<file path="src/rtl/uart_pkg.sv">
`default_nettype none
// ============================================================================
// Module      : uart_pkg
// Description : Register map, register layouts and sequencer types shared by
//               the UART register block and its configuration sequencer.
// Revision    : 1.0 - initial release
// ============================================================================
package uart_pkg;

    localparam logic [2:0] ADDR_RBR_THR = 3'd0;
    localparam logic [2:0] ADDR_DLM_IER = 3'd1;
    localparam logic [2:0] ADDR_FCR     = 3'd2;
    localparam logic [2:0] ADDR_LCR     = 3'd3;
    localparam logic [2:0] ADDR_LSR     = 3'd5;
    localparam logic [2:0] ADDR_SCR     = 3'd7;

    localparam int LSR_TEMT = 6;
    localparam int LSR_THRE = 5;

    typedef struct packed {
        logic       dlab;
        logic       brk;
        logic       stick_par;
        logic       even_par;
        logic       par_en;
        logic       stop_bits;
        logic [1:0] word_len;
    } lcr_t;

    typedef struct packed {
        logic [1:0] rx_trig;
        logic [1:0] rsvd;
        logic       dma_mode;
        logic       tx_rst;
        logic       rx_rst;
        logic       fifo_en;
    } fcr_t;

    typedef struct packed {
        logic rx_fifo_err;
        logic temt;
        logic thre;
        logic brk_int;
        logic frame_err;
        logic par_err;
        logic overrun;
        logic data_rdy;
    } lsr_t;

    typedef enum logic [3:0] {
        S_IDLE       = 4'd0,
        S_W_LCR1     = 4'd1,
        S_W_DLL      = 4'd2,
        S_W_DLM      = 4'd3,
        S_W_LCR0     = 4'd4,
        S_W_FCR      = 4'd5,
        S_W_SCR      = 4'd6,
        S_R_SCR      = 4'd7,
        S_R_SCR_WAIT = 4'd8,
        S_R_LSR      = 4'd9,
        S_R_LSR_WAIT = 4'd10,
        S_DONE       = 4'd11,
        S_ERR        = 4'd12
    } seq_state_t;

    typedef enum logic [1:0] {
        ERR_NONE         = 2'b00,
        ERR_SCR_MISMATCH = 2'b01,
        ERR_POLL_TIMEOUT = 2'b10
    } seq_err_t;

endpackage
`default_nettype wire

</file>
<file path="src/rtl/uart_cfg_sequencer.sv">
`default_nettype none
// ============================================================================
// Module      : uart_cfg_sequencer
// Description : Bus master that programs divisor, line format and FIFOs of the
//               UART register block, self-tests the scratch pad, then waits
//               for the transmitter to go idle.
// Revision    : 1.0 - initial release
// ============================================================================
module uart_cfg_sequencer
    import uart_pkg::*;
#(
    parameter logic [7:0] SCR_PATTERN = 8'hA5,
    parameter int         RD_LAT      = 2,     // must be >= 1
    parameter int         POLL_MAX    = 255    // 1..255
) (
    input  logic        clk,
    input  logic        rst,
    input  logic        i_start,
    input  logic [15:0] i_cfg_div,
    input  logic [7:0]  i_cfg_lcr,
    input  logic [1:0]  i_cfg_rx_trig,
    output logic        o_reg_wr,
    output logic        o_reg_rd,
    output logic [2:0]  o_reg_addr,
    output logic [7:0]  o_reg_wdata,
    input  logic [7:0]  i_reg_rdata,
    output logic        o_busy,
    output logic        o_done,
    output logic        o_error,
    output logic [1:0]  o_err_code
);

    localparam logic [7:0] c_LAST_WAIT = 8'(RD_LAT - 1);
    localparam logic [7:0] c_POLL_MAX  = 8'(POLL_MAX);

    seq_state_t r_state;
    seq_state_t w_next;

    logic [15:0] r_div;
    logic [6:0]  r_lcr;
    logic [1:0]  r_trig;
    logic [7:0]  r_wait;
    logic [7:0]  r_poll;
    logic        r_error;
    seq_err_t    r_err_code;

    logic        w_accept;
    logic        w_in_wait;
    logic        w_last_wait;
    logic        w_lsr_idle;
    logic [7:0]  w_poll_inc;
    seq_err_t    w_err_val;
    lcr_t        w_lcr_dlab1;
    lcr_t        w_lcr_dlab0;
    fcr_t        w_fcr;

    assign w_accept    = (r_state == S_IDLE) && i_start;
    assign w_in_wait   = (r_state == S_R_SCR_WAIT) || (r_state == S_R_LSR_WAIT);
    assign w_last_wait = w_in_wait && (r_wait == c_LAST_WAIT);
    assign w_lsr_idle  = i_reg_rdata[LSR_TEMT] && i_reg_rdata[LSR_THRE];
    assign w_poll_inc  = r_poll + 8'd1;

    assign w_lcr_dlab1 = lcr_t'({1'b1, r_lcr});
    assign w_lcr_dlab0 = lcr_t'({1'b0, r_lcr});
    // DMA off; both FIFOs flushed and enabled in the same write.
    assign w_fcr = '{rx_trig: r_trig, rsvd: 2'b00, dma_mode: 1'b0,
                     tx_rst: 1'b1, rx_rst: 1'b1, fifo_en: 1'b1};

    always_ff @(posedge clk) begin
        if (rst) begin
            r_state    <= S_IDLE;
            r_div      <= 16'h0000;
            r_lcr      <= 7'h00;
            r_trig     <= 2'b00;
            r_wait     <= 8'h00;
            r_poll     <= 8'h00;
            r_error    <= 1'b0;
            r_err_code <= ERR_NONE;
        end else begin
            r_state <= w_next;

            if (w_accept) begin
                r_div      <= i_cfg_div;
                r_lcr      <= i_cfg_lcr[6:0];
                r_trig     <= i_cfg_rx_trig;
                r_poll     <= 8'h00;
                r_error    <= 1'b0;
                r_err_code <= ERR_NONE;
            end

            if (w_in_wait && !w_last_wait) begin
                r_wait <= r_wait + 8'd1;
            end else begin
                r_wait <= 8'h00;
            end

            if ((r_state == S_R_LSR_WAIT) && w_last_wait && !w_lsr_idle) begin
                r_poll <= w_poll_inc;
            end

            if (w_next == S_ERR) begin
                r_error    <= 1'b1;
                r_err_code <= w_err_val;
            end
        end
    end

    always_comb begin
        w_next      = r_state;
        w_err_val   = ERR_NONE;
        o_reg_wr    = 1'b0;
        o_reg_rd    = 1'b0;
        o_reg_addr  = ADDR_RBR_THR;
        o_reg_wdata = 8'h00;

        case (r_state)
            S_IDLE: begin
                if (i_start) begin
                    w_next = S_W_LCR1;
                end
            end
            S_W_LCR1: begin
                o_reg_wr    = 1'b1;
                o_reg_addr  = ADDR_LCR;
                o_reg_wdata = w_lcr_dlab1;
                w_next      = S_W_DLL;
            end
            S_W_DLL: begin
                o_reg_wr    = 1'b1;
                o_reg_addr  = ADDR_RBR_THR;
                o_reg_wdata = r_div[7:0];
                w_next      = S_W_DLM;
            end
            S_W_DLM: begin
                o_reg_wr    = 1'b1;
                o_reg_addr  = ADDR_DLM_IER;
                o_reg_wdata = r_div[15:8];
                w_next      = S_W_LCR0;
            end
            S_W_LCR0: begin
                o_reg_wr    = 1'b1;
                o_reg_addr  = ADDR_LCR;
                o_reg_wdata = w_lcr_dlab0;
                w_next      = S_W_FCR;
            end
            S_W_FCR: begin
                o_reg_wr    = 1'b1;
                o_reg_addr  = ADDR_FCR;
                o_reg_wdata = w_fcr;
                w_next      = S_W_SCR;
            end
            S_W_SCR: begin
                o_reg_wr    = 1'b1;
                o_reg_addr  = ADDR_SCR;
                o_reg_wdata = SCR_PATTERN;
                w_next      = S_R_SCR;
            end
            S_R_SCR: begin
                o_reg_rd   = 1'b1;
                o_reg_addr = ADDR_SCR;
                w_next     = S_R_SCR_WAIT;
            end
            S_R_SCR_WAIT: begin
                o_reg_addr = ADDR_SCR;
                if (w_last_wait) begin
                    if (i_reg_rdata != SCR_PATTERN) begin
                        w_next    = S_ERR;
                        w_err_val = ERR_SCR_MISMATCH;
                    end else begin
                        w_next = S_R_LSR;
                    end
                end
            end
            S_R_LSR: begin
                o_reg_rd   = 1'b1;
                o_reg_addr = ADDR_LSR;
                w_next     = S_R_LSR_WAIT;
            end
            S_R_LSR_WAIT: begin
                o_reg_addr = ADDR_LSR;
                if (w_last_wait) begin
                    if (w_lsr_idle) begin
                        w_next = S_DONE;
                    end else if (w_poll_inc == c_POLL_MAX) begin
                        w_next    = S_ERR;
                        w_err_val = ERR_POLL_TIMEOUT;
                    end else begin
                        w_next = S_R_LSR;
                    end
                end
            end
            S_DONE:  w_next = S_IDLE;
            S_ERR:   w_next = S_IDLE;
            default: w_next = S_IDLE;
        endcase
    end

    assign o_busy     = (r_state != S_IDLE) && (r_state != S_DONE) && (r_state != S_ERR);
    assign o_done     = (r_state == S_DONE) || (r_state == S_ERR);
    assign o_error    = r_error;
    assign o_err_code = r_err_code;

endmodule
`default_nettype wire

</file>
<file path="config.mk">
export PLATFORM = sky130hd
export DESIGN_NAME = uart_cfg_sequencer
export DESIGN_NICKNAME = d
export VERILOG_FILES = /design/src/rtl/uart_pkg.sv /design/src/rtl/uart_cfg_sequencer.sv
export SDC_FILE = /design/constraint.sdc
export NUM_CORES = 1
export LEC_CHECK = 0
export ABC_AREA = 0
export CAP_MARGIN = 0
export CORE_MARGIN = 3
export CORE_UTILIZATION = 30
export DETAILED_ROUTE_END_ITERATION = 10
export PLACE_DENSITY = 0.59
export SETUP_SLACK_MARGIN = 0.4
export SLEW_MARGIN = 40
export SYNTH_ARGS = -nofsm -noshare
export SYNTH_HDL_FRONTEND = slang
export SYNTH_SLANG_ARGS = --single-unit
</file>
<file path="constraint.sdc">
create_clock -name clk -period 1.9 [get_ports clk]
set_input_delay 0.19 -clock clk [delete_from_list [all_inputs] [get_ports clk]]
set_output_delay 0.19 -clock clk [all_outputs]
set_load 0.02 [all_outputs]
</file>
Yosys cells after proc, flatten, opt, wreduce, memory -nomap -nowiden
Cells that the tools add are included.
{"block": "totals", "reg_bits": 48, "output_inout_bits": 18, "elab_cells": 74}
{"block": "classes", "add_sub_neg": 2, "n_eq_ne": 18, "n_mux": 23, "bitwise": 1, "n_reduce_logical": 22}
{"operator": "8-bit one-hot mux with 6 select lines", "count": 1}
{"operator": "4-bit one-hot mux with 11 select lines", "count": 1}
{"operator": "4-bit equality test, second input constant", "count": 6}
{"operator": "8-bit by 1-bit adder with 8-bit output, second input constant", "count": 2}
{"operator": "4-bit by 3-bit equality test with 1-bit output, second input constant", "count": 4}
{"operator": "8-bit two-way mux", "count": 2}
{"operator": "3-bit one-hot mux with 5 select lines", "count": 1}
{"operator": "4-bit two-way mux", "count": 3}
{"operator": "2-bit two-way mux", "count": 5}
{"operator": "3-bit two-way mux", "count": 3}
{"operator": "4-bit by 2-bit equality test with 1-bit output, second input constant", "count": 2}
{"operator": "8-bit by 1-bit equality test with 1-bit output, second input constant", "count": 1}
{"operator": "8-bit equality test, second input constant", "count": 1}
{"operator": "1-bit logical AND", "count": 8}
{"operator": "4-bit inequality test, second input constant", "count": 2}
{"operator": "8-bit inequality test, second input constant", "count": 1}
{"operator": "2-bit OR reduction", "count": 4}
{"operator": "1-bit two-way mux", "count": 6}
{"operator": "6-bit OR reduction", "count": 1}
{"operator": "4-bit by 1-bit equality test with 1-bit output, second input constant", "count": 1}
{"operator": "4-bit logical NOT", "count": 1}
{"operator": "2-bit one-hot mux with 2 select lines", "count": 1}
{"operator": "2-bit nonzero test", "count": 2}
{"operator": "4-bit nonzero test", "count": 1}
{"operator": "4 further kinds", "count": 6}

Logic depth before layout (Yosys ltp)
{"block": "logic_depth", "ltp_word": 8, "mapped_depth": 8, "mapped_depth_nobuf": 7}

Worst setup path after synthesis
Ideal clock, no wire load.
{"block": "synth_timing", "path_type": "register to output", "from": "register r_state[2]", "to": "output port o_reg_wdata[0]", "arrival_time_ns": 1.574, "required_ns": 1.710, "setup_slack_ns": 0.136, "stages_incl_launch_ff": 8, "path_buffers": 3, "path_cell_list": "dfxtp_1 > buf_2 > buf_2 > buf_2 > nor2_1 > nor2_1 > nor2_1 > o31ai_1"}
{"block": "synth_via", "elab_chain_len": 2, "elab_cells_between_ends": 7, "classes_between": "eq/ne: 6; mux: 1"}
{"item": "start: declaration", "line": "uart_cfg_sequencer.sv:36", "text": "seq_state_t r_state;"}
{"item": "start signal: assignment", "line": "uart_cfg_sequencer.sv:80", "text": "r_state <= w_next;"}
{"item": "4-bit by 3-bit equality test with 1-bit output (tied with other cells)", "line": "uart_cfg_sequencer.sv:116", "text": "case (r_state)"}
{"item": "8-bit one-hot mux with 6 select lines (*)", "line": "uart_cfg_sequencer.sv:116"}
{"item": "end: declaration", "line": "uart_cfg_sequencer.sv:25", "text": "output logic [7:0] o_reg_wdata,"}
Every way passes the cells marked *; elsewhere a longest branch is shown, timed or not.

Final worst setup path
{"block": "layout_timing", "from": "register r_state[0]", "to": "output port o_reg_wdata[4]"}
The elaborated chain is that of the path after synthesis.

==> results_dict.tcl <==
set metrics [dict create \
    num_vias 2686 \
    drt_drc_violations_left 0 \
    power.internal_mw 1.54 \
    cts.root.buffer_cell "clkbuf_8" \
    synth_edf_count 0 \
    syn_avg_cell_area_sq_um 7.68 \
    slew_violations 0 \
    grt_pass1_vias 2464 \
    max-slew-margin-rel 0.736 \
    switching_power_mw 0.623 \
    fin_area_sq_um 4020 \
    pwr_density_cell_nw_per_um2 539 \
    die_x_um 98.9 \
    yosys.area.top_type "dfxtp_1" \
    switching_share 0.288 \
    clk_pin_slew_ps 100 \
    crit_required_ps 1710 \
    period_share 0.910 \
    timing.fmax_ghz 0.579 \
    drive_above_1_share 0.340 \
    critPathMaxFanout 5 \
    ys_warn_count 0 \
    num-fill-cells 789 \
    hold_class "input pin to flip-flop" \
    die_y_um 98.9 \
    viasPerCell 5.00 \
    fin_nets 472 \
    first_pass_iters 4 \
    routabilityCongestion 0.784 \
    grt.total_usage 0.146 \
    p_clk_frac 0.288 \
    grt_pass1_wl_um 11800 \
    regToRegStartpoint "r_state[2]" \
    cts_buffers 5 \
    setup_viol 0 \
    pwr-share-comb 0.220 \
    grt.overflow.total 0 \
    grt_max_degree 27 \
    cts_hold_buffers 0 \
    cts.sinks 48 \
    antenna_found_initial 0 \
    dieArea_sq_um 9780 \
    cp.arrival_ps 1540 \
    crit_start "r_state[0]" \
    worstMarginPinSlew_ps 395 \
    htreeDepth 2 \
    syn_nets 378 \
    status "finished clean" \
    yosysSeqAreaShare 0.371 \
    detail-route-antenna-nets 0 \
    cts_buffer_depth 2 \
    finalPower_mw 2.17 \
    synth_top_area_share 0.371 \
    hold_violations 0 \
    placed_area_sq_um 3500 \
    yosys_most_used_dff "dfxtp_1" \
    tritoncts "built" \
    wl_per_cell_um 13.7 \
    synthCells 337 \
    fin_skew_ps 16.1 \
    fin_crit_ps 1730 \
    port_buffers 53 \
    diodes 0 \
    power_frac_seq 0.492 \
    grt_setup_unrepaired "true" \
    power_leakage_nw 1.50 \
    row_count 33 \
    io_pins 55 \
    drv_cap 0 \
    first_iter_violations 108 \
    hpwl_um 5020 \
    clock_latency_ps 310 \
    ys_ff_latch 48 \
    worstHoldStart "i_cfg_div[14]" \
    synth.area.top_cells "dfxtp_1, nand2_1, a21oi_1" \
    yosysMostFrequentCell "nand2_1" \
    synthTopCellsByCount "nand2_1, dfxtp_1, a21oi_1, nor2_1, nand3_1" \
    crit_path_end_kind "output port" \
    ys_async_sr_fraction 0 \
    finalWirelength_um 7370 \
    cp-start-kind "flip-flop" \
    syn_area_sq_um 2590 \
    fp.coreArea_sq_um 8300 \
    synthDistinctLibCells 52 \
    ir_drop_uv 298 \
    path_class "flip-flop to output port" \
    area_delta_synth_final_pct 55.4 \
    start_util 0.312 \
]
==> per-stage QoR <==
step                      std cells  setup TNS, ps  hold slack [ps]  setup slack [ps]   util
final                           537              0              417               171  0.485
after global routing            537              0              415               105  0.485
after CTS                       531              0              415               191  0.470
after detailed placement        507           -137              446             -44.5  0.422
after global placement          507           -154              441             -61.1  0.422
after floorplan                 337              0              326               285      -
==> path summary, 6_finish.rpt <==
kind | endpoint | slack (ps) | cells past startpoint
max | o_reg_wdata[4] | 170 | 4
max reg2reg | r_poll[3] | 170 | 8
min reg2reg | r_trig[1] | 460 | 2
min | r_div[14] | 420 | 3
==> sequential cells by signal (all words and copies together) (netlist names) <==
register,flops
o_err_code,2
o_error,1
r_div,16
r_lcr,7
r_poll,8
r_state,4
r_trig,2
r_wait,8
==> power by group through the flow <==
stage | registers (mW) | logic (mW) | clock network (mW)
after floorplan | 1.08 | 0.221 | 0
after global placement | 1.09 | 0.414 | 0
after detailed placement | 1.09 | 0.416 | 0
after CTS | 1.06 | 0.461 | 0.639
after global routing | 1.07 | 0.517 | 0.685
final | 1.07 | 0.477 | 0.623
==> logic make-up (layout without fill, tap and decap cells) <==
group                      after synthesis  in the layout  synth area share
AOI/OAI and AO/OA                       82             82             0.198
xor gates and xnor gates                10             10            0.0338
adders and majority gates                4              4            0.0193
buffers and inverters                   33            128            0.0580
DFF                                     48             48             0.371
muxes                                    5              5            0.0208
and+or+nand+nor                        155            155             0.298
==> layer usage <==
metal	vias to the layer above	part of all wire	GRT usage
met1	1255	0.48	0.204
met4	0	0.015	0.0399
li1	1360	-	-
met5	-	0	0
met3	11	0.038	0.0290
met2	60	0.47	0.228
==> critical path, cell delays in order, from the launching register on <==
cell and delay (ps):
dfxtp_4 400, buf_6 140, mux2_4 300, a32o_2 250, buf_6 130
==> cell usage in the layout, fill, tap and decap left out, drive strengths merged, types with 5 or more instances in the layout <==
master,n
nand2,74
buf,72
dfxtp,48
a21oi,41
clkdlybuf4s50,38
nor2,28
o21ai,14
nand3,11
inv,9
nand4,7
nor3,6
xor2,5
clkbuf,5
xnor2,5
==> repair_timing <==
item | in CTS | in global routing
endpoints found under the hold margin | 0 | 0
resized for setup | 141 | 20
pin swaps | 16 | 7
setup endpoints to repair | 62 | 61
buffers inserted | 16 | 6
==> final cells by class <==
cell class / count / area, sq um / area share
Clock buffer: 5 / 68.8 / 0.0171
Clock inverter: 3 / 18.8 / 0.00467
Inverter: 9 / 33.8 / 0.00840
Multi-Input combinational cell: 256 / 1750 / 0.434
Sequential cell: 48 / 983 / 0.245
Tap cell: 105 / 131 / 0.0327
Timing Repair Buffer: 111 / 1040 / 0.259
No activity file was read; power rests on OpenSTA's default activity.
